--- src/rtl/ot_msg_sequencer.sv ---
// OT message sequencer: starts a sender-tree expansion, then reads every
// message out of the tree and streams it through a 2-entry ready/valid FIFO.
module ot_msg_sequencer #(
  parameter int D       = 3,
  parameter int NUM_MSG = 16 * (2 ** (D + 3))
) (
  input  logic         clk,
  input  logic         rst,
  input  logic         start,
  input  logic         abort,
  input  logic         func_in,
  input  logic [127:0] seed_in,
  input  logic [127:0] delta_in,
  output logic         tree_enable,
  output logic         tree_func,
  output logic [127:0] tree_seed,
  output logic [127:0] tree_delta,
  input  logic         tree_done,
  output logic [31:0]  msg_index,
  input  logic [127:0] tree_msg,
  output logic         m_valid,
  input  logic         m_ready,
  output logic [127:0] m_data,
  output logic         m_last,
  output logic         busy,
  output logic         batch_done,
  output logic [31:0]  batch_count
);

  typedef enum logic [1:0] {
    IDLE,
    EXPAND,
    STREAM,
    DRAIN
  } state_t;

  localparam logic [31:0] LAST_IDX = 32'(NUM_MSG - 1);

  state_t       state;
  logic         capture;
  logic [127:0] fifo_data [2];
  logic [1:0]   fifo_last;
  logic         rd_ptr;
  logic         wr_ptr;
  logic [1:0]   count;
  logic         push;
  logic         pop;

  assign m_valid = (count != 2'd0);
  assign m_data  = fifo_data[rd_ptr];
  assign m_last  = fifo_last[rd_ptr];
  assign pop     = m_valid && m_ready;
  assign push    = (state == STREAM) && capture;

  // Batch FSM, two-phase tree read and output FIFO bookkeeping.
  always_ff @(posedge clk or negedge rst) begin
    if (!rst) begin
      state        <= IDLE;
      capture      <= 1'b0;
      tree_enable  <= 1'b0;
      tree_func    <= 1'b0;
      tree_seed    <= '0;
      tree_delta   <= '0;
      msg_index    <= '0;
      busy         <= 1'b0;
      batch_done   <= 1'b0;
      batch_count  <= '0;
      fifo_data[0] <= '0;
      fifo_data[1] <= '0;
      fifo_last    <= '0;
      rd_ptr       <= 1'b0;
      wr_ptr       <= 1'b0;
      count        <= '0;
    end else begin
      batch_done <= 1'b0;
      if (abort) begin
        state       <= IDLE;
        capture     <= 1'b0;
        tree_enable <= 1'b0;
        busy        <= 1'b0;
        msg_index   <= '0;
        rd_ptr      <= 1'b0;
        wr_ptr      <= 1'b0;
        count       <= '0;
      end else begin
        if (push) begin
          fifo_data[wr_ptr] <= tree_msg;
          fifo_last[wr_ptr] <= (msg_index == LAST_IDX);
          wr_ptr            <= ~wr_ptr;
        end
        if (pop) begin
          rd_ptr <= ~rd_ptr;
        end
        count <= count + {1'b0, push} - {1'b0, pop};
        unique case (state)
          IDLE: begin
            if (start) begin
              tree_func   <= func_in;
              tree_seed   <= seed_in;
              tree_delta  <= delta_in;
              tree_enable <= 1'b1;
              busy        <= 1'b1;
              state       <= EXPAND;
            end
          end
          EXPAND: begin
            if (tree_done) begin
              tree_enable <= 1'b0;
              msg_index   <= '0;
              capture     <= 1'b0;
              state       <= STREAM;
            end
          end
          STREAM: begin
            if (capture) begin
              capture <= 1'b0;
              if (msg_index == LAST_IDX) begin
                state <= DRAIN;
              end else begin
                msg_index <= msg_index + 32'd1;
              end
            end else if (count < 2'd2) begin
              capture <= 1'b1;
            end
          end
          DRAIN: begin
            if (pop && m_last) begin
              state       <= IDLE;
              busy        <= 1'b0;
              batch_done  <= 1'b1;
              batch_count <= batch_count + 32'd1;
              msg_index   <= '0;
            end
          end
          default: state <= IDLE;
        endcase
      end
    end
  end

endmodule

--- config.mk ---
export PLATFORM = sky130hd
export DESIGN_NAME = ot_msg_sequencer
export DESIGN_NICKNAME = d
export VERILOG_FILES = /design/src/rtl/ot_msg_sequencer.sv
export SDC_FILE = /design/constraint.sdc
export NUM_CORES = 1
export LEC_CHECK = 0
export ABC_AREA = 1
export ABC_CLOCK_PERIOD_IN_PS = 2300
export CAP_MARGIN = 30
export CORE_AREA = 10 10 324 326
export CTS_BUF_LIST = sky130_fd_sc_hd__clkbuf_8
export DETAILED_ROUTE_END_ITERATION = 16
export DIE_AREA = 0 0 334 336
export GPL_ROUTABILITY_DRIVEN = 0
export MAX_ROUTING_LAYER = met4
export PLACE_DENSITY_LB_ADDON = 0.3
export RECOVER_POWER = 50
export SKIP_CTS_REPAIR_TIMING = 1
export SYNTH_ARGS = -nofsm -noshare
export SYNTH_HDL_FRONTEND = slang
export SYNTH_SLANG_ARGS = --single-unit
--- constraint.sdc ---
create_clock -name clk -period 2.3 [get_ports clk]
set_input_delay 0.46 -clock clk [delete_from_list [all_inputs] [get_ports clk]]
set_output_delay 0.46 -clock clk [all_outputs]
set_load 0.1 [all_outputs]
==> results.md, run 1 <==
* Reg2Reg Depth at 12
* Dominant synthesized flop cell: dfrtp_1
* First-pass GRT wire length at 153000 um
* Yosys cell types at 38
* Setup crit end: m_data[8]
* Failing checks: setup timing
* Post-synthesis cell area at 25500 um2
* Status: finished, violations left
* Yosys top cell by area: dfrtp_1
* Setup ws final at -0.210 ns
* Total DRC errors in the routed layout at 0
* Max Clock Freq at 398 MHz
* Setup TNS at -22.24 ns
* WP data required at 1.84 ns
* I/O pin total at 845
* Vias per cell at 4.38
* FF-to-FF Start: rd_ptr$_DFFE_PN0P_
* CP Max Fanout at 7
* DRT Wirelength at 112000 um
* Worst skew pair latency at 0.75 ns
* H-tree depth at 3
* CP Depth at 6
* Commonest non-fill, non-tap cell in the layout: nand2_1
* Post-route ant nets at 0
* CP delay by family, top: buffers and inverters
* Grt total ovfl at 0
* Layout cells sized above 1 at 31.0%
* Max-slew violation count at 0
* Final Critical Period at 2.51 ns
* Global-route usage over all layers at 18.8%
* Max_slew headroom at 30.0%
* Critical-path cell with the highest stage delay: dfrtp_4
* RSZ-0062 raised after global routing: yes
* Async set-or-reset flop fraction in the synthesized netlist at 100%
* P&R area growth vs syn at 57.0%
* CTS sink count at 589
* Final #Nets at 3995
* Placed cells at 4742
* Top cell by count, worst path: buf_12
* Crit path cell chain: buf_12 > clkinv_16 > clkbuf_16 > nand2_1 > nand2_2 > buf_12
* Max Cap Violations at 0
* Largest net degree at the start of global routing at 71
* Cells after synthesis at 2622
* FF+latch count, synth at 589
* Final-layout fill cell count at 9711
* Most frequent cells in the layout: nand2_1, dfrtp_1, clkdlybuf4s50_1
* Period utilization at 109%
* Antenna violations before repair at 32
* Worst Path Arrival at 2.05 ns
* DIE WIDTH at 334 um
* Pre-antenna DRT Iters at 5
* Die Y at 336 um
* EDFF count, synth at 0
* First DRT Iteration DRCs at 1158
* Clock-pin transition on the worst setup and hold timing paths at 0.06 ns
* Avg Cell Area, Syn at 9.71 um2
* HP Class: primary input to flop
* CTS Buf Count at 106
* Final cell count without fillers at 4968
* Worst Setup Start Kind: flop
* Warnings from Yosys at 0
* Core Util, Final at 40.7%
* Via count at 21749
* Tightest hold margin at 0.286 ns
* TritonCTS clock tree: built
* R2r endpoint: batch_count[24]$_DFFE_PN0P_
* Worst Path Buf+Inv at 4
* Flop-to-flop setup slack at 0.31 ns
* Setup-failing EPs final at 129
* Hold Fails Final Rpt at 0
* Worst-margin pin slew at 1.05 ns
* HPWL after DPL at 84700 um
* CTS root buffer: clkbuf_8
* Critical setup path kind: flop to primary output
* Clk_skew at 0.0292 ns
* Register area share after synthesis at 57.9%
* Starting Density at 25.9%
* Critical Path Start: rd_ptr$_DFFE_PN0P_
* Post-synth top area share at 57.9%
* Die ar. at 112000 um2
* Worst path max stage delay at 0.51 ns
* Largest cells by area after synthesis: dfrtp_1, nand2_1, mux2_2, o21ai_0, inv_1
* Buffers on Ports at 844
* Core Area at 98100 um2
* Vias in the first global route at 21917
* Synthesized Nets at 3021
* Clock Path Buffers at 3
* DR WL/cell at 22.5 um
* Row count at 115
* Crit end category: primary output
## cell type report
type / instances / area, um2 / share of cell area (%)
Sequential cell: 589 / 14700 / 36.9
Timing Repair Buffer: 988 / 10800 / 27.1
Multi-Input combinational cell: 1695 / 9800 / 24.5
Clock buffer: 126 / 1730 / 4.34
Tap cell: 1287 / 1610 / 4.03
Inverter: 214 / 818 / 2.05
Clock inverter: 54 / 338 / 0.846
Timing Repair inverter: 2 / 50.0 / 0.125
Antenna cell: 13 / 32.5 / 0.0814
## worst reg2reg max path, delay by kind of cell, from the launching register on
| family | cells | cell delay, ns |
|---|---|---|
| and+or+nand+nor | 9 | 0.89 |
| DFF | 1 | 0.45 |
| buffers and inverters | 3 | 0.54 |
## Yosys cell counts (2+ instances only)
master	n
mux2_1	47
nand4_1	10
nand2_4	2
mux2_2	210
nand3_1	38
xor2_1	31
inv_1	208
nor3_1	21
o21ai_0	267
ha_1	8
a21oi_1	2
dfrtp_1	589
nand3_2	3
buf_4	5
nand2_2	4
clkbuf_1	57
inv_2	5
o21ai_2	2
xnor2_1	4
o21ai_1	21
buf_6	25
buf_2	36
nor2_4	5
nor2_1	107
nand2_1	892
nor2_2	3
nand3b_1	9
## layer usage
metal | GRT usage [%] | share of wire (%) | wire length [um] | vias to the layer above
li1 | - | - | - | 10321
met1 | 20.2 | 38 | 42900 | 10458
met2 | 32.5 | 51 | 56900 | 782
met3 | 6.36 | 7.4 | 8260 | 188
met4 | 6.08 | 3.4 | 3780 | 0
met5 | - | 0 | 0 | -
## state kept, by name, indices dropped and copies added (netlist names), 2 cells and up
register	count
state	2
tree_delta	128
tree_seed	128
batch_count	32
fifo_last	2
msg_index	32
count	2
fifo_data	256
## cell families after synthesis
logic type / synth area share, %
compound gates: 5.90
xor+xnor: 1.20
fa+ha+maj: 0.393
buf+inv: 6.03
flops: 57.9
mux: 11.4
simple gates: 17.2
## how the worst min path moves through the flow
stage,startpoint,endpoint,slack (ns),depth (start not counted)
3_3_place_gp,rst,tree_delta[84]$_DFFE_PN0P_,0.37,1
5_1_grt,tree_msg[37],fifo_data[165]$_DFFE_PN0P_,0.23,3
2_1_floorplan,rst,batch_count[0]$_DFFE_PN0P_,0.16,0
6_report,tree_msg[37],fifo_data[165]$_DFFE_PN0P_,0.29,3
3_5_place_dp,rst,tree_delta[27]$_DFFE_PN0P_,0.36,1
4_1_cts,rst,tree_delta[27]$_DFFE_PN0P_,-0.49,1
## through the flow
step | worst slack (ns) | area [um2]
2_1_floorplan | 0.0419 | 25500
3_3_place_gp | -0.0290 | 36600
3_5_place_dp | -0.0465 | 36600
4_1_cts | -0.538 | 38700
5_1_grt | -0.342 | 40000
6_report | -0.210 | 40000
Power of run 1 is not shown: default switching activity piles up to over one toggle a cycle in this logic, so the estimate is an artifact.
==> run 2: changes to the inputs <==
--- a/config.mk
+++ b/config.mk
@@ -6,10 +6,11 @@
 export NUM_CORES = 1
 export LEC_CHECK = 0
 export ABC_AREA = 1
-export ABC_CLOCK_PERIOD_IN_PS = 2300
+export ABC_CLOCK_PERIOD_IN_PS = 3100
 export CAP_MARGIN = 30
 export CORE_AREA = 10 10 324 326
 export CTS_BUF_LIST = sky130_fd_sc_hd__clkbuf_8
+export CTS_CLUSTER_DIAMETER = 30
 export DETAILED_ROUTE_END_ITERATION = 16
 export DIE_AREA = 0 0 334 336
 export GPL_ROUTABILITY_DRIVEN = 0
@@ -20,3 +21,4 @@
 export SYNTH_ARGS = -nofsm -noshare
 export SYNTH_HDL_FRONTEND = slang
 export SYNTH_SLANG_ARGS = --single-unit
+export TNS_END_PERCENT = 1
==> constraint.sdc (replaced) <==
create_clock -name clk -period 3.1 [get_ports clk]
set_input_delay 0.62 -clock clk [delete_from_list [all_inputs] [get_ports clk]]
set_output_delay 0.62 -clock clk [all_outputs]
set_load 0.1 [all_outputs]
==> run 2 against run 1 <==
Net effect:
- the flow finishes with violations (capacitance limit, slew limit)
- utilization decreased by 0.33 points
- clock skew is 0.031 ns higher
- global-route usage is 0.53 points lower
- register-to-register slack improved by 0.49 ns
- sequential share of layout area is 0.29 points higher
- cell count up 0.26%
- via count is 1.1% lower
- worst hold slack better by 0.098 ns
- flip-flop and latch count did not move
- critical path type unchanged
==> results.md, run 2 (synthesized netlist as in run 1, its figures left out) <==
* TritonCTS clock tree: built
* Max-slew violation count at 110
* Global-route usage over all layers at 18.3%
* Commonest non-fill, non-tap cell in the layout: nand2_1
* Max reg flops at 256
* CTS sink count at 589
* Grt total ovfl at 0
* Critical-path cell with the highest stage delay: dfrtp_4
* Failing checks: capacitance limit, slew limit
* I/O pin total at 845
* Largest reg by FF count: fifo_data
* Worst Setup Start Kind: flop
* Vias in the first global route at 21995
* Status: finished, violations left
* DIE WIDTH at 334 um
* CTS Buf Count at 156
* DRT Wirelength at 103000 um
* Worst path max stage delay at 0.52 ns
* Max_slew headroom at -29.6%
* Setup-failing EPs final at 0
* Largest net degree at the start of global routing at 104
* HP Class: primary input to flop
* Crit end category: primary output
* Largest registers: fifo_data: 256 flops, tree_delta: 128 flops, tree_seed: 128 flops
* HPWL after DPL at 79800 um
* First-pass GRT wire length at 150000 um
* Max Cap Violations at 3
* H-tree depth at 4
* Crit path cell chain: inv_8 > buf_4 > nand2_1 > nand2_1 > buf_12
* Top cell by count, worst path: nand2_1
* Worst-margin pin slew at 1.94 ns
* Row count at 115
* Worst Path Arrival at 2.30 ns
* Final Critical Period at 2.92 ns
* Die ar. at 112000 um2
* Worst skew pair latency at 0.82 ns
* Critical setup path kind: flop to primary output
* DR WL/cell at 20.6 um
* Starting Density at 25.9%
* Clock Path Buffers at 3
* Pre-antenna DRT Iters at 6
* Die Y at 336 um
* Vias per cell at 4.32
* Max Clock Freq at 342 MHz
* WP data required at 2.48 ns
* Clock-pin transition on the worst setup and hold timing paths at 0.06 ns
* Total DRC errors in the routed layout at 0
* Antenna violations before repair at 26
* Clk_skew at 0.0601 ns
* Most frequent cells in the layout: nand2_1, dfrtp_1, clkdlybuf4s50_1
* Period utilization at 94.3%
* Core Util, Final at 40.4%
* Post-route ant nets at 0
* Hold Fails Final Rpt at 0
* CTS root buffer: clkbuf_8
* Buffers on Ports at 844
* Via count at 21503
* First DRT Iteration DRCs at 1288
* Flop-to-flop setup slack at 0.80 ns
* P&R area growth vs syn at 55.7%
* Core Area at 98100 um2
* CP Max Fanout at 24
* Final #Nets at 3970
* Layout cells sized above 1 at 27.0%
## run 2: area by class of cell
type | count | area [um2]
Clock inverter | 74 | 867
Multi-Input combinational cell | 1695 | 9200
Fill cell | 9693 | 58500
Tap cell | 1287 | 1610
Clock buffer | 194 | 2670
Antenna cell | 13 | 32.5
Timing Repair Buffer | 915 | 9700
Sequential cell | 589 | 14700
Inverter | 214 | 813
## run 2: through the flow
step / hold WS, ns / instance area [um2] / instances / setup TNS [ns] / setup slack [ns]
5_1_grt: 0.314 / 39600 / 4981 / -0.0161 / -0.0114
3_5_place_dp: 0.473 / 36200 / 4699 / 0 / 0.386
3_3_place_gp: 0.466 / 36200 / 4699 / 0 / 0.431
6_report: 0.384 / 39600 / 4981 / 0 / 0.178
4_1_cts: -0.224 / 39700 / 4967 / -1.78 / -0.161
2_1_floorplan: 0.324 / 25500 / 2622 / 0 / 0.682
## run 2: path summary, 6_finish.rpt
path	start	end	cells after the start
worst max-delay path	rd_ptr$_DFFE_PN0P_	m_data[17]	5
worst min-delay path	tree_msg[19]	fifo_data[19]$_DFFE_PN0P_	3
worst max register to register	rd_ptr$_DFFE_PN0P_	msg_index[18]$_DFFE_PN0P_	12
worst min register to register	fifo_data[231]$_DFFE_PN0P_	fifo_data[231]$_DFFE_PN0P_	2
max in group asynchronous	rst	tree_seed[9]$_DFFE_PN0P_	3
min in group asynchronous	rst	fifo_data[25]$_DFFE_PN0P_	2
## run 2: critical path: cells and delay by family, from the launching register on
kind | cells | cell delay (ns)
AND/OR/NAND/NOR | 2 | 0.25
buffers and inverters | 3 | 0.72
flip-flops | 1 | 0.52
## run 2: metal layers
metal | wire (um) | global-route usage [%] | share of wire (%)
met2 | 51700 | 31.0 | 50
met3 | 9640 | 7.48 | 9.4
met1 | 39300 | 19.7 | 38
met4 | 2000 | 4.95 | 1.9
met5 | 0 | - | 0
Power of run 2 is left out for the same reason.
==> run 3: changes to the inputs <==
--- a/config.mk
+++ b/config.mk
@@ -15,7 +15,7 @@
 export DIE_AREA = 0 0 334 336
 export GPL_ROUTABILITY_DRIVEN = 0
 export MAX_ROUTING_LAYER = met4
-export PLACE_DENSITY_LB_ADDON = 0.3
+export PLACE_DENSITY = 0.47
 export RECOVER_POWER = 50
 export SKIP_CTS_REPAIR_TIMING = 1
 export SYNTH_ARGS = -nofsm -noshare
==> run 3 against run 2 <==
Net effect:
- the run still ends with capacitance limit, slew limit left
- die area unchanged
- sequential share of layout area increased by 0.23 points
- routed wire length increased by 5.2%
- critical path type unchanged
- critical endpoint unchanged
==> results.md, run 3 (synthesized netlist as in run 1, its figures left out) <==
* Status: finished, violations left
* Failing checks: capacitance limit, slew limit
* I/O pin total at 845
* DIE WIDTH at 334 um
* Worst-margin pin slew at 1.75 ns
* Reg2Reg Depth at 9
* H-tree depth at 4
* Largest registers: fifo_data: 256 flops, tree_delta: 128 flops, tree_seed: 128 flops
* First DRT Iteration DRCs at 1014
* Setup-failing EPs final at 0
* Max-slew violation count at 50
* CP Max Fanout at 37
* Die ar. at 112000 um2
* Clk_skew at 0.0623 ns
* Pre-antenna DRT Iters at 5
* DRT Wirelength at 108000 um
* Via count at 21472
* First-pass GRT wire length at 155000 um
* Global-route usage over all layers at 19.2%
* Final Critical Period at 2.95 ns
* Vias in the first global route at 22281
* Worst Path Arrival at 2.33 ns
* Max_slew headroom at -16.4%
* Hold path cells at 3
* DR WL/cell at 21.6 um
* Layout cells sized above 1 at 26.8%
* Clock Path Buffers at 3
* Antenna violations before repair at 31
* Max reg flops at 256
* Grt total ovfl at 0
* Buffers on Ports at 844
* Clock-pin transition on the worst setup and hold timing paths at 0.06 ns
* Total DRC errors in the routed layout at 0
* RSZ-0062 raised after global routing: no
* CTS Buf Count at 170
* Tightest hold margin at 0.375 ns
* HPWL after DPL at 83100 um
* Final #Nets at 3965
* Core Area at 98100 um2
* Worst skew pair latency at 0.82 ns
* Commonest non-fill, non-tap cell in the layout: nand2_1
* Hold Fails Final Rpt at 0
* CTS root buffer: clkbuf_8
* CTS sink count at 589
* Largest reg by FF count: fifo_data
* Max Cap Violations at 1
* Core Util, Final at 40.1%
* Critical setup path kind: flop to primary output
* Most frequent cells in the layout: nand2_1, dfrtp_1, clkdlybuf4s50_1
* Row count at 115
* P&R area growth vs syn at 54.8%
* Max Clock Freq at 339 MHz
* Period utilization at 95.1%
* Starting Density at 25.9%
* TritonCTS clock tree: built
* Post-route ant nets at 0
* HP Class: primary input to flop
* Die Y at 336 um
* WP data required at 2.48 ns
* Largest net degree at the start of global routing at 117
* Vias per cell at 4.29
* Crit end category: primary output
* Worst Setup Start Kind: flop
-- run 3: cell count changes in the layout (fill, tap and decap cells not counted), sizes merged --
| cell | change |
|---|---|
| inv | +4 |
| buf | -36 |
| clkinvlp | +1 |
| bufinv | -8 |
| clkbuf | +38 |
| dlymetal6s4s | -2 |
| diode | +8 |
| clkinv | +14 |
-- run 3: layout make-up --
type                       instances  area (um2)
fill                            9850       58700
sequential                       589       14700
timing repair buffer             896        9380
multi-input combinational       1695        9170
clock buffer                     213        2930
tap                             1287        1610
inverter                         214         816
clock inverter                    85         687
antenna                           21        52.6
-- run 3: metrics by stage --
| step | cells | worst slack, ns | instance area (um2) | TNS (ns) |
|---|---|---|---|---|
| after floorplan | 2622 | 0.682 | 25500 | 0 |
| after global placement | 4678 | 0.349 | 35900 | 0 |
| after detailed placement | 4678 | 0.321 | 35900 | 0 |
| after CTS | 4976 | -0.264 | 39500 | -14.70 |
| after global routing | 5000 | 0.00863 | 39400 | 0 |
| final | 5000 | 0.153 | 39400 | 0 |
-- run 3: worst paths after layout --
| path | start | endpoint | slack [ns] |
|---|---|---|---|
| min | tree_msg[34] | fifo_data[162]$_DFFE_PN0P_ | 0.38 |
| min in group asynchronous | rst | batch_count[24]$_DFFE_PN0P_ | 0.82 |
| max | rd_ptr$_DFFE_PN0P_ | m_data[17] | 0.15 |
| max reg2reg | rd_ptr$_DFFE_PN0P_ | batch_count[29]$_DFFE_PN0P_ | 0.39 |
| max in group asynchronous | rst | fifo_data[96]$_DFFE_PN0P_ | 0.35 |
| min reg2reg | fifo_data[3]$_DFFE_PN0P_ | fifo_data[3]$_DFFE_PN0P_ | 0.48 |
-- run 3: worst max-delay path: stages (launching register included) --
cell	delay (ns)
dfrtp_4	0.60
clkinv_8	0.18
buf_16	0.23
nand2_1	0.09
nand2_2	0.20
buf_12	0.21
-- run 3: layer usage --
metal	wire length, um	track usage (%)	vias to the layer above
met5	0	-	-
met4	2340	5.82	0
met3	10000	8.17	166
met2	54300	32.5	756
met1	41400	20.2	10232
li1	-	-	10318
Power of run 3 is left out for the same reason.
==> variant 1 (settings of run 1) <==
Register the output `batch_count` once more, cleared by the reset; this adds one clock of latency there. The other outputs are not delayed to match.
--- a/src/rtl/ot_msg_sequencer.sv
+++ b/src/rtl/ot_msg_sequencer.sv
@@ -38,2 +38,4 @@
 
+  logic [31:0] batch_count_s0;
+
   state_t       state;
@@ -66,3 +68,3 @@
       batch_done   <= 1'b0;
-      batch_count  <= '0;
+      batch_count_s0 <= '0;
       fifo_data[0] <= '0;
@@ -130,3 +132,3 @@
               batch_done  <= 1'b1;
-              batch_count <= batch_count + 32'd1;
+              batch_count_s0 <= batch_count_s0 + 32'd1;
               msg_index   <= '0;
@@ -140,2 +142,10 @@
 
+  always_ff @(posedge clk or negedge rst) begin
+    if (!rst) begin
+      batch_count <= '0;
+    end else begin
+      batch_count <= batch_count_s0;
+    end
+  end
+
 endmodule
Function: not settled (the Yosys comparison gave no result); the edit may change what the design does.
==> variant 1 against run 1 <==
  * The run still ends with negative setup slack left
  * Register-to-register slack worse by 0.08 ns
  * Area after synthesis up 2.8%
  * Wire length down 5.4%
  * Sequential cell count up 32
  * Design area up 0.98%
  * Synthesized cell count up 0.57%
  * Count of clock-buffer cells in the layout up 12
  * Setup slack worse by 0.019 ns
  * Global-route usage down 0.67 points
  * Utilization up 0.40 points
  * Final cell count up 0.32%
Power is not shown: default switching activity piles up to over one toggle a cycle in this logic, so the estimate is an artifact.
==> variant 1: results (changes against run 1) <==
- Outcome: complete, but fails checks
- Violated checks: negative setup slack
- Main area contributors after synthesis: dfrtp_1 59%, nand2_1 13%, mux2_2 8.4%
- Number of CTS-inserted buffers: 109 (+2.8%)
- CP max FO: 8 (+1)
- 1st-iter DRT viols: 1364 (+18%)
- Unique cell type count in the Yosys netlist: 39 (+2.6%)
- Port bufs: 844 (unchanged)
- Clk buf depth: 3 (unchanged)
- Total GRT Usage: 18.2% (-0.67 points)
- Layout cells sized above 1: 30.2% (-0.84 points)
- Register area share after synthesis: 59.4% (+1.5 points)
- Post-synthesis mux area share: 11.1% (-0.31 points)
- Clock Skew: 0.0472 ns (+0.0181 ns)
- CTS H-Tree Depth: 3 (unchanged)
- Top cells by count, synth: 878 x nand2_1, 621 x dfrtp_1, 259 x o21ai_0
- Final setup fails: 129 (unchanged)
- Final Net Count: 3984 (-0.28%)
- Max_slew headroom: 31.4% (+1.3 points)
- Vias: 22.0k (+1.4%)
- XOR/XNOR share of the synthesized area: 1.20% (about the same)
- Total Routed Length: 106000 um (-5.4%)
- Initial antenna violation count: 26 (-19%)
- Arrival @ worst endpoint: 2.07 ns (+0.02 ns)
- Compound-gate portion of the synthesized area: 5.79% (-0.11 points)
- Net Count, Synth: 3036 (+0.50%)
- Adder-cell share of the synthesized area: 0.383% (-0.011 points)
- Slowest cell delay on critical path: 0.53 ns (+0.02 ns)
- Final worst setup slack: -0.229 ns (-0.0191 ns)
- First-pass GRT wire length: 149000 um (-2.8%)
- Largest net degree at the start of global routing: 73 (+2.8%)
- Dpl hpwl: 80800 um (-4.6%)
[variant 1: cell types whose count changed in the layout (fill, tap and decap cells not counted), moves of 10 or more]
| cell | change |
|---|---|
| nand2_4 | -28 |
| nand4_1 | +10 |
| nand2_1 | +11 |
| dfrtp_1 | +32 |
| inv_1 | -14 |
| diode_2 | +10 |
| buf_4 | +10 |
| mux2_1 | +14 |
| buf_12 | -16 |
| clkbuf_8 | +13 |
| mux2_2 | -14 |
| clkbuf_2 | -16 |
[variant 1: layout make-up]
class                           count  area [um2]
Antenna cell                       23        57.6
Clock buffer                      138        1900
Clock inverter                     62         392
Fill cell                        9582       57800
Inverter                          209         800
Multi-Input combinational cell   1684        9650
Sequential cell                   621       15500
Tap cell                         1287        1610
Timing Repair Buffer              960       10400
[variant 1: worst reg2reg max path, stage by stage (launching register included)]
cell      delay, ns
dfrtp_4        0.53
clkinv_8       0.15
buf_4          0.19
nand2_1        0.10
nand2_4        0.11
nand3_2        0.13
buf_12         0.18
nor3_2         0.19
buf_4          0.17
nand2_1        0.08
xnor2_1        0.14
[variant 1: final timing paths]
kind | startpoint | end | slack [ns] | cells after the start
worst min register to register | batch_count_s0[20] | batch_count[20] | 0.41 | 0
worst max register to register | rd_ptr | batch_count_s0[18] | 0.23 | 10
min in group asynchronous | rst | tree_seed[98] | 0.46 | 2
max in group asynchronous | rst | batch_count_s0[21] | 0.16 | 4
worst min-delay path | tree_msg[39] | fifo_data[167] | 0.27 | 3
worst max-delay path | rd_ptr | m_data[69] | -0.23 | 6
[variant 1: cells by family (layout without fill, tap and decap cells)]
group                      after synthesis  in the layout
AOI/OAI and AO/OA                      294            294
xor gates and xnor gates                36             36
adders and majority gates                8              8
buffers and inverters                  332           1369
DFF                                    621            621
muxes                                  257            257
other                                    0             23
and+or+nand+nor                       1089           1089
[variant 1: through the flow]
stage	hold WS [ns]	TNS, ns	area (um2)	setup slack, ns	instances
final	0.269	-19.50	40300	-0.229	4984
after detailed placement	0.403	0	37400	0.000115	4743
after CTS	-0.458	-53.33	39600	-0.547	4943
after global placement	0.397	0	37400	0.0194	4743
after global routing	0.191	-40.22	40300	-0.356	4981
after floorplan	0.164	0	26200	0.0500	2637
[variant 1: metal layers]
layer	routed length, um	GRT usage, %	up-vias
li1	-	-	10400
met1	45500	22.7	10800
met2	49200	27.7	763
met3	8840	6.34	143
met4	2160	5.18	0
met5	0	-	-
==> variant 2 (flow settings as in run 1) <==
Made on the original files. Make the reset (`rst`) synchronous in one clocked block.
--- a/src/rtl/ot_msg_sequencer.sv
+++ b/src/rtl/ot_msg_sequencer.sv
@@ -55,3 +55,3 @@
   // Batch FSM, two-phase tree read and output FIFO bookkeeping.
-  always_ff @(posedge clk or negedge rst) begin
+  always_ff @(posedge clk) begin
     if (!rst) begin
Behaviour: not the same (a bounded check fails within 4 cycles, from zero or initial values and one cycle with rst low; the reset may be asserted at any time).
==> variant 2 against run 1 <==
  * Worst hold slack worse by 0.021 ns
  * Setup slack about the same
  * Wire length shrank 7.0%
  * Design area shrank 7.1%
  * Fmax is essentially flat
  * Critical path type unchanged
  * Sequential cell count rose by 1
  * Clock skew increased by 0.0097 ns
  * First-iteration DRC count grew 33%
  * Via count is 0.96% higher
  * The flow still finishes with violations (negative setup slack)
  * Area after synthesis shrank 4.1%
==> variant 2: results (changes against run 1) <==
- Via-to-Cell Ratio: 4.35 (-0.68%)
- Register area share after synthesis: 58.9% (+1.0 points)
- Violated checks: negative setup slack
- Arrival @ worst endpoint: 2.05 ns (about the same)
- Final Net Count: 4052 (+1.4%)
- Leak Pwr: 16.2 nW
- Slowest CP cell: mux2_2
- Clock-pin slew of the registers on the worst-case setup and hold paths: 0.07 ns
- DR pass1 iterations: 6 (+1)
- Clock Skew: 0.0388 ns (+0.00967 ns)
- Total Routed Length: 104000 um (-7.0%)
- Net Count, Synth: 3135 (+3.8%)
- Final ANT Viol Nets: 0 (unchanged)
- Largest net degree at the start of global routing: 142 (+100%)
- Layout cells sized above 1: 23.1% (-7.9 points)
- Max-Cap Viols: 0 (unchanged)
- Synth Flop Type: dfxtp_1
- 1st-iter DRT viols: 1538 (+33%)
- Clk buf depth: 3 (unchanged)
- Port bufs: 844 (unchanged)
- Internal reg-to-reg setup slack: 0.05 ns (-0.26 ns)
- Post-synth EDFFs: 256 (+256)
- Setup TNS: -21.68 ns (+0.555 ns)
- Top cells by count, synth: 900 x nor2_1, 334 x dfxtp_1, 289 x nand2_1
- Final worst setup slack: -0.210 ns (-0.000339 ns)
- Worst min-delay path class: in2reg
- Worst vdd ir: ~0.56 mV
- Unique cell type count in the Yosys netlist: 43 (+13%)
- Slowest cell delay on critical path: 0.39 ns (-0.12 ns)
- CP max FO: 24 (+17)
- CTS root buf: clkbuf_8
- Final setup fails: 128 (-0.78%)
- First-pass GRT wire length: 147000 um (-4.1%)
- Synth warnings: 0 (unchanged)
- Top delay family on crit path: buffers and inverters
- Worst-Skew Late Latency: 0.74 ns
- Async S/R FF share, synth: 0% (-100 points)
- Total GRT Usage: 18.0% (-0.88 points)
- Vias in the first global route: 21.5k (-1.8%)
- Max_slew headroom: 42.1% (+12 points)
- Biggest registers after layout: fifo_data: 256 flops, tree_delta: 128 flops, tree_seed: 128 flops
- Number of CTS-inserted buffers: 106 (unchanged)
- Placed inst area: 35500 um2 (-3.0%)
- Initial antenna violation count: 29 (-9.4%)
- Outcome: complete, but fails checks
- Dpl hpwl: 79700 um (-5.9%)
- Main area contributors after synthesis: edfxtp_1 32%, dfxtp_1 27%, nor2_1 14%
- Switching Fraction: 34.0%
- CTS H-Tree Depth: 3 (unchanged)
-- variant 2: cell types whose count changed after synthesis, moves of 82 or more --
cell      before  now
edfxtp_1       0  256
nand2_1      892  289
nor2_1       107  900
dfxtp_1        0  334
dfrtp_1      589    0
mux2_2       210  128
-- variant 2: power by group through the flow --
stage               Clock (mW)  Combinational (mW)  Sequential, mW
floorplan                    0                1.38            14.3
global placement             0                6.14            11.8
detailed placement           0                6.14            11.8
CTS                       9.96                6.16            11.6
global route              10.4                6.10            11.7
finish                    9.59                5.87            11.6
-- variant 2: kinds of logic (layout without fill, tap and decap cells) --
family | Yosys count | in the layout | share of synthesized area, %
XOR/XNOR | 15 | 15 | 0.539
other | 0 | 23 | 0
adder cells (fa/ha/maj) | 8 | 8 | 0.410
AO/OA/AOI/OAI | 339 | 339 | 7.25
AND/OR/NAND/NOR | 1297 | 1297 | 21.2
flip-flops | 590 | 590 | 58.9
multiplexers | 128 | 128 | 5.91
buffers and inverters | 359 | 1363 | 5.83
-- variant 2: final cells by class --
cell class / count / area [um2]
diodes: 23 / 57.6
clock buffers: 119 / 1640
clock inverters: 76 / 405
fillers: 10000 / 61000
inverters: 216 / 811
multi-input cells: 1787 / 8740
flip-flops and latches: 590 / 14400
well taps: 1287 / 1610
repair buffers: 952 / 9460
-- variant 2: per-stage QoR --
step           total power, mW  setup WS (ns)  instances  hold WS (ns)
3_3_place_gp              18.0         0.0255       4818         0.475
2_1_floorplan             15.7        0.00394       2736         0.453
5_1_grt                   28.2         -0.317       5047         0.236
3_5_place_dp              18.0         0.0118       4818         0.488
4_1_cts                   27.7         -0.526       5013         0.195
6_report                  27.1         -0.210       5050         0.265
-- variant 2: worst register-to-register path, stage by stage (launching register included) --
cell and delay [ns]:
dfxtp_1 0.32, inv_1 0.10, ha_1 0.21, nand2_1 0.16
nor2_1 0.14, nand3_1 0.13, nand2_1 0.51, buf_12 0.31
-- variant 2: layer usage --
layer	global-route usage (%)	routed length, um	part of all wire, %	vias to the layer above
li1	-	-	-	10700
met1	20.0	40400	39	10300
met2	29.6	50300	48	827
met3	6.60	10000	9.6	148
met4	6.01	3240	3.1	0
met5	-	0	0	-
-- variant 2: path summary, 6_finish.rpt --
kind / from / end / depth (start not counted)
min reg2reg: wr_ptr / wr_ptr / 2
max reg2reg: state[0] / fifo_data[1][124] / 7
min: rst / tree_seed[12] / 4
max: flip-flop / m_data[125] / 4
